### src/rtl/wb_arbiter_rr2.sv
// Two-master round-robin Wishbone classic arbiter for the USB register bus,
// with a per-grant bus-hang watchdog and saturating timeout counter.
module wb_arbiter_rr2 #(
  parameter int ADR_W      = 14,
  parameter int DAT_W      = 32,
  parameter int TMO_CYCLES = 255,
  parameter int TMO_W      = 8
) (
  input  logic               clk,
  input  logic               rst,
  input  logic               m0_cyc,
  input  logic               m0_stb,
  input  logic               m0_we,
  input  logic [ADR_W-1:0]   m0_adr,
  input  logic [DAT_W/8-1:0] m0_sel,
  input  logic [DAT_W-1:0]   m0_dat_mosi,
  output logic               m0_ack,
  output logic               m0_err,
  output logic [DAT_W-1:0]   m0_dat_miso,
  input  logic               m1_cyc,
  input  logic               m1_stb,
  input  logic               m1_we,
  input  logic [ADR_W-1:0]   m1_adr,
  input  logic [DAT_W/8-1:0] m1_sel,
  input  logic [DAT_W-1:0]   m1_dat_mosi,
  output logic               m1_ack,
  output logic               m1_err,
  output logic [DAT_W-1:0]   m1_dat_miso,
  output logic               s_cyc,
  output logic               s_stb,
  output logic               s_we,
  output logic [ADR_W-1:0]   s_adr,
  output logic [DAT_W/8-1:0] s_sel,
  output logic [DAT_W-1:0]   s_dat_mosi,
  input  logic               s_ack,
  input  logic [DAT_W-1:0]   s_dat_miso,
  output logic [1:0]         grant,
  output logic [7:0]         tmo_count
);

  localparam logic [TMO_W-1:0] TMO_LAST =
    TMO_W'(TMO_CYCLES - 1);

  typedef enum logic [1:0] {
    IDLE,
    G0,
    G1
  } state_t;

  state_t           state;
  state_t           state_nxt;
  logic             last;
  logic             last_nxt;
  logic [TMO_W-1:0] wdog;
  logic [TMO_W-1:0] wdog_nxt;
  logic             g0;
  logic             g1;
  logic             sel_cyc;
  logic             sel_stb;
  logic             tmo_hit;
  logic             ack_fwd;

  assign g0 = (state == G0);
  assign g1 = (state == G1);

  always_comb begin
    sel_cyc    = 1'b0;
    sel_stb    = 1'b0;
    s_we       = 1'b0;
    s_adr      = '0;
    s_sel      = '0;
    s_dat_mosi = '0;
    unique case (1'b1)
      g0: begin
        sel_cyc    = m0_cyc;
        sel_stb    = m0_cyc & m0_stb;
        s_we       = m0_we;
        s_adr      = m0_adr;
        s_sel      = m0_sel;
        s_dat_mosi = m0_dat_mosi;
      end
      g1: begin
        sel_cyc    = m1_cyc;
        sel_stb    = m1_cyc & m1_stb;
        s_we       = m1_we;
        s_adr      = m1_adr;
        s_sel      = m1_sel;
        s_dat_mosi = m1_dat_mosi;
      end
      default: ;
    endcase
  end

  // an ack arriving in the last watchdog cycle beats the timeout
  assign tmo_hit = sel_stb & ~s_ack & (wdog == TMO_LAST);
  assign ack_fwd = sel_stb & s_ack;

  assign s_cyc = sel_cyc & ~tmo_hit;
  assign s_stb = sel_stb & ~tmo_hit;

  assign grant       = {g1, g0};
  assign m0_ack      = g0 & ack_fwd;
  assign m1_ack      = g1 & ack_fwd;
  assign m0_err      = g0 & tmo_hit;
  assign m1_err      = g1 & tmo_hit;
  assign m0_dat_miso = g0 ? s_dat_miso : '0;
  assign m1_dat_miso = g1 ? s_dat_miso : '0;

  always_comb begin
    state_nxt = state;
    last_nxt  = last;
    wdog_nxt  = '0;
    unique case (state)
      IDLE: begin
        if (m0_cyc && (!m1_cyc || last)) begin
          state_nxt = G0;
          last_nxt  = 1'b0;
        end else if (m1_cyc) begin
          state_nxt = G1;
          last_nxt  = 1'b1;
        end
      end
      G0, G1: begin
        if (tmo_hit || !sel_cyc) begin
          state_nxt = IDLE;
        end else if (sel_stb && !s_ack) begin
          wdog_nxt = wdog + TMO_W'(1);
        end
      end
      default: state_nxt = IDLE;
    endcase
  end

  always_ff @(posedge clk or posedge rst) begin
    if (rst) begin
      state     <= IDLE;
      last      <= 1'b1;
      wdog      <= '0;
      tmo_count <= '0;
    end else begin
      state <= state_nxt;
      last  <= last_nxt;
      wdog  <= wdog_nxt;
      if (tmo_hit && tmo_count != 8'hFF) begin
        tmo_count <= tmo_count + 8'd1;
      end
    end
  end

endmodule

### config.mk
export PLATFORM = sky130hd
export DESIGN_NAME = wb_arbiter_rr2
export DESIGN_NICKNAME = d
export VERILOG_FILES = /design/src/rtl/wb_arbiter_rr2.sv
export SDC_FILE = /design/constraint.sdc
export NUM_CORES = 1
export LEC_CHECK = 0
export ABC_AREA = 0
export BUFFER_PORTS_ARGS = -buffer_cell sky130_fd_sc_hd__buf_2
export CORE_AREA = 2 2 106 108
export CTS_BUF_LIST = sky130_fd_sc_hd__clkbuf_8
export CTS_CLUSTER_SIZE = 40
export DETAILED_ROUTE_END_ITERATION = 8
export DIE_AREA = 0 0 108 110
export GPL_TIMING_DRIVEN = 0
export PLACE_DENSITY = 0.63
export RECOVER_POWER = 100
export SLEW_MARGIN = 10
export SYNTH_ARGS = -nofsm -noshare
export SYNTH_HDL_FRONTEND = slang
export SYNTH_SLANG_ARGS = --single-unit
### constraint.sdc
create_clock -name clk -period 1.98 [get_ports clk]
set_input_delay 0.198 -clock clk [delete_from_list [all_inputs] [get_ports clk]]
set_output_delay 0.198 -clock clk [all_outputs]
set_load 0.02 [all_outputs]
### Word-level counts from Yosys, hierarchy flattened

Cells that the tools add are included.

| word-level totals | value |
|---|---|
| logic and storage cells | 55 |
| bits in registers | 19 |
| input bits | 141 |
| output and inout bits | 131 |

| operators by class | value |
|---|---|
| $add $sub $neg | 2 |
| reduce and logical (&&, ||, !) cells | 13 |
| mux-type cells | 17 |
| bitwise gates (word level) | 13 |
| equality and inequality tests | 6 |

Operator list:

| operator | number |
|---|---|
| $mux 32 | 2 |
| $pmux 32 s2 | 1 |
| $pmux 14 s2 | 1 |
| $mux 8 | 3 |
| $add 8x1->8 const B | 2 |
| $and 1x1->1 | 11 |
| $eq 8x8->1 const B | 1 |
| $ne 8x8->1 const B | 1 |
| $pmux 4 s2 | 1 |
| $mux 2 | 3 |
| $pmux 1 s2 | 3 |
| $pmux 2 s2 | 1 |
| $reduce_and 2->1 | 2 |
| $logic_and 1x1->1 | 3 |
| $logic_not 1->1 | 3 |
| $ne 3x3->1 const B | 1 |
| $eq 2x1->1 const B | 1 |
| $eq 2x2->1 const B | 1 |
| $logic_not 2->1 | 1 |
| $logic_or 1x1->1 | 2 |
| $mux 1 | 2 |
| $ne 2x2->1 const B | 1 |
| $not 1->1 | 2 |
| $reduce_bool 2->1 | 1 |
| $reduce_or 2->1 | 1 |

### Depth between registers and ports, before layout

| depth | value |
|---|---|
| depth after elaboration | 7 |
| gate-level depth with buffers | 8 |
| gate-level depth less buffers | 7 |

### Worst setup path before layout

No wires, ideal clock.

| timing | value |
|---|---|
| path type | register to output |
| start point | register state[1] |
| end point | output s_adr[0] |
| buffers on the path | 3 |
| cell stages (with the launch flop) | 8 |
| arrival time | 1764 ps |
| slack | 18 ps |
| data required time | 1782 ps |
| cells stage by stage | dfrtp_1 -> inv_1 -> ha_1 -> clkbuf_1 -> clkbuf_1 -> clkbuf_1 -> a22oi_1 -> nor2b_1 |

| between the ends | value |
|---|---|
| longest elaborated chain between the ends | 2 |
| elaborated cells on any way between the ends | 3 |
| those cells by class | 2 x eq/ne; 1 x mux |

RTL lines:

| what | RTL line | text |
|---|---|---|
| start: declaration | 50 | `state_t state;` |
| start signal: assignment | 141 | `state <= state_nxt;` |
| $eq 2x2->1 or $eq 2x1->1 (tied branches) | 64, 63 |  |
| $pmux 14 s2 (*) | 73 | `unique case (1'b1)` |
| end: declaration | 32 | `output logic [ADR_W-1:0] s_adr,` |

Every way passes the cells marked *; elsewhere a longest branch is shown, timed or not.

### Worst setup path in the final report

| timing | value |
|---|---|
| start point | register state[1] |
| end point | output m0_err |

| between the ends | value |
|---|---|
| longest elaborated chain between the ends | 5 |
| elaborated cells on any way between the ends | 6 |
| those cells by class | 2 x eq/ne; 1 x mux; 3 x bitwise |

RTL lines:

| what | RTL line | text |
|---|---|---|
| $eq 2x2->1 | 64 | `assign g1 = (state == G1);` |
| via g1 | 57 | `logic g1;` |
| $pmux 1 s2 | 73 |  |
| $and 1x1->1 (2 in a row) | 95 | `assign tmo_hit = sel_stb & ~s_ack & (wdog == TMO_LAST);` |
| $and 1x1->1 | 104 | `assign m0_err = g0 & tmo_hit;` |
| end: declaration | 18 | `output logic m0_err,` |

The timed path passes the listed nets, and every way through them passes these cells.

==> results.yml <==
synth:
  synth_top_cell_by_area: "dfrtp_1"
  syn_area_per_cell_um2: 7.72
  ys_ff_latch: 19
  postSynthCellCount: 304
  syn_area_um2: 2350
  synth.area.top_cells: "dfrtp_1 19%, and2_1 18%, a22oi_1 17%"
  ys.flop_type: "dfrtp_1"
  synth_edf_count: 0
  synthDistinctLibCells: 42
  synthesis.yosys.warnings: 0
  synth-async-reset-ratio_pct: 100
  synth_top_area_share_pct: 19.2
  seq_area_frac_synth_pct: 20.3
  synth_fp_nets: 452
floorplan:
  core_area_um2: 10700
  width_of_the_chip_um: 108
  floorplan.rows: 38
  die_h_um: 110
  io_pins: 272
  initial_utilization_pct: 21.9
  dieArea_um2: 11900
pwr:
  pwr_density_cell_nw_per_um2: 1190
  swShare_pct: 46.0
  clock_power_share_pct: 4.4
  comb_power_share_pct: 88.3
  cellInternalPower_w: 0.00339
  power.share.sequential_pct: 7.3
  p_switching_w: 0.00288
  p_total_w: 0.00628
  irDropWorstVdd_mv: 0.931
  p_leak_nw: 2.58
cts:
  cts-root-to-sink-buffers: 2
  cts_inserted_buffers: 3
  clkLatencyLatePin_ns: 0.26
  htreeDepth: 1
  worst_setup_hold_path_clk_slew_ns: 0.08
  clock_sink_count: 19
  cts_tree: "built"
  clockRootBuffer: "clkbuf_8"
  cts.hold.buffers_added: 0
sta:
  max_slew_margin_pct: 49.9
  timing.final.crit_share_pct: 106
  finalHoldViolCount: 0
  worst-slew-pin-transition_ns: 0.751
  finalSetupViolCount: 24
  maxClockFrequency_ghz: 0.477
  final.setup.tns_ns: -0.648
  final.setup.worst_slack_ns: -0.117
  final.setup_skew_ns: 0.00401
  rsz0062_at_grt: "yes"
  min_period_ns: 2.10
  report.final.slew_viol_count: 0
final_layout:
  area_growth_pct: 125
  final_cells: 744
  post_route_cells_drive_above_1_share_pct: 75.2
  layout_commonest_cell: "buf_2"
  most-common-layout-cells: "199 x buf_2, 51 x buf_4, 50 x buf_6, 45 x a22oi_2, 35 x nor2b_1"
  num-nets-final: 751
  final_util_pct: 49.3
detailed_routing:
  route.antenna.remaining_nets: 0
  wl_met3_mm: 1.11
  route.detailed.wl_per_inst_um: 17.9
  met2_wirelength_mm: 6.52
  remaining_design_rule_violation_count: 0
  via_per_inst: 4.77
  top_layer: "met4"
  drt_first_pass_iters: 4
  wl_mm: 13.3
  met1Wirelength_mm: 5.40
  drt_iter0_drc: 182
  routed-via-count: 3552
placed_design:
  dp_worst_setup_slack_ns: -0.657
  detailed_place_hpwl_mm: 9.63
  numPlacedInstances: 715
  finalWeightedCongestion: 0.916
  numPortBuffers: 271
global_route:
  grt_util_all_layers_pct: 18.0
  grt_overflow_total: 0
  first_pass_grt_wire_length_mm: 16.6
  grt_antenna_before_repair: 1
  via_count_of_the_first_global_routing_pass: 3186
  grt_start_max_net_pins: 20
setup_path:
  worst-endpoint-arrival_ns: 1.90
  path_cells: "buf_6, ha_4, buf_8, nand4_1, a211oi_2, buf_4, and2_4, buf_6"
  critPathMaxStageDelay_ns: 0.43
  worstSetupEndpointType: "primary output"
  worst_setup_path_start_kind: "flop"
  ff2ff_setup_slack_ns: -0.06
  timing.critical_path.max_delay_family: "buffers and inverters"
  worst_path_max_delay_cell: "dfrtp_1"
  critical_path_class: "flop to primary output"
  worst_ep_required_time_ns: 1.78
  timing.critical_path.mode_cell: "buf_6"
  path_max_fanout: 7
  cp_num_buf_inv: 4
min_path:
  min-delay-path-class: "input port to async pin"
job:
  timing.max_cap.violations: 0
run_status:
  violated_checks: "setup timing"
  run_status: "finished, violations left"
worst paths after layout:
| kind | to | startpoint | cells after the start |
|---|---|---|---|
| max | m0_err | state[1]$_DFFE_PP0P_ | 8 |
| min | wdog[0]$_DFF_PP0_ | rst | 2 |
| max reg2reg | tmo_count[1]$_DFFE_PP0P_ | state[1]$_DFFE_PP0P_ | 9 |
| min reg2reg | tmo_count[5]$_DFFE_PP0P_ | tmo_count[5]$_DFFE_PP0P_ | 1 |
| max in group asynchronous | state[0]$_DFFE_PP0P_ | rst | 2 |
| min in group clk | last$_DFFE_PP1P_ | m0_cyc | 2 |
state kept, by name, summed over array words and instances (netlist names):
signal and cells:
wdog 8, tmo_count 8, last 1, state 2
cells by family after synthesis:
family / count (synthesis) / share of synthesized area, %
AOI/OAI and AO/OA: 62 / 19.7
and+or+nand+nor: 166 / 44.0
xor gates and xnor gates: 11 / 4.10
DFF: 19 / 20.3
adders and majority gates: 7 / 3.73
buffers and inverters: 37 / 7.20
muxes: 2 / 0.959
stage by stage:
stage | hold slack (ns) | cell area (µm²)
4_1_cts | 0.0837 | 4230
3_5_place_dp | 0.365 | 3880
2_1_floorplan | 0.148 | 2350
6_report | 0.0605 | 5270
3_3_place_gp | 0.358 | 3880
5_1_grt | 0.136 | 5270
Yosys cell counts, types with 2 or more instances:
master,instances
buf_4,3
xor2_1,2
a31oi_1,2
ha_1,7
clkbuf_1,24
nand4_1,6
nand2b_1,2
a22oi_1,52
xnor2_1,9
a211oi_1,2
and2_1,67
nor2_2,7
inv_1,7
nand2_1,4
dfrtp_1,18
nor2b_1,52
nand3_1,9
nor2_1,4
and3_1,4
power by group through the flow:
stage	sequential [W]	clock, W	combinational (W)
2_1_floorplan	0.000449	0	0.00227
3_3_place_gp	0.000456	0	0.00341
3_5_place_dp	0.000456	0	0.00345
4_1_cts	0.000449	0.000286	0.00394
5_1_grt	0.000463	0.000306	0.00583
6_report	0.000460	0.000275	0.00554
timing repair:
item	in CTS	in global routing
gates resized for setup	87	248
hold endpoints to repair	0	0
pin swaps	12	18
cloned	0	8
setup endpoints to repair	137	137
setup buffers	8	12
final cells by class:
| cell class | instances | area (µm²) |
|---|---|---|
| inverter | 7 | 31.3 |
| sequential | 19 | 478 |
| buffer | 27 | 313 |
| multi-input combinational | 248 | 2170 |
| antenna | 2 | 5.00 |
| fill | 989 | 5430 |
| clock buffer | 3 | 41.3 |
| timing repair buffer | 297 | 2060 |
| tap | 140 | 175 |
| clock inverter | 1 | 5.00 |
metal layers:
layer,GRT usage [%],vias to the layer above
met3,3.76,24
met2,31.4,205
met5,0,-
li1,-,1653
met4,4.12,0
met1,22.7,1670
Note: power is estimated with default switching activity, not from simulation.
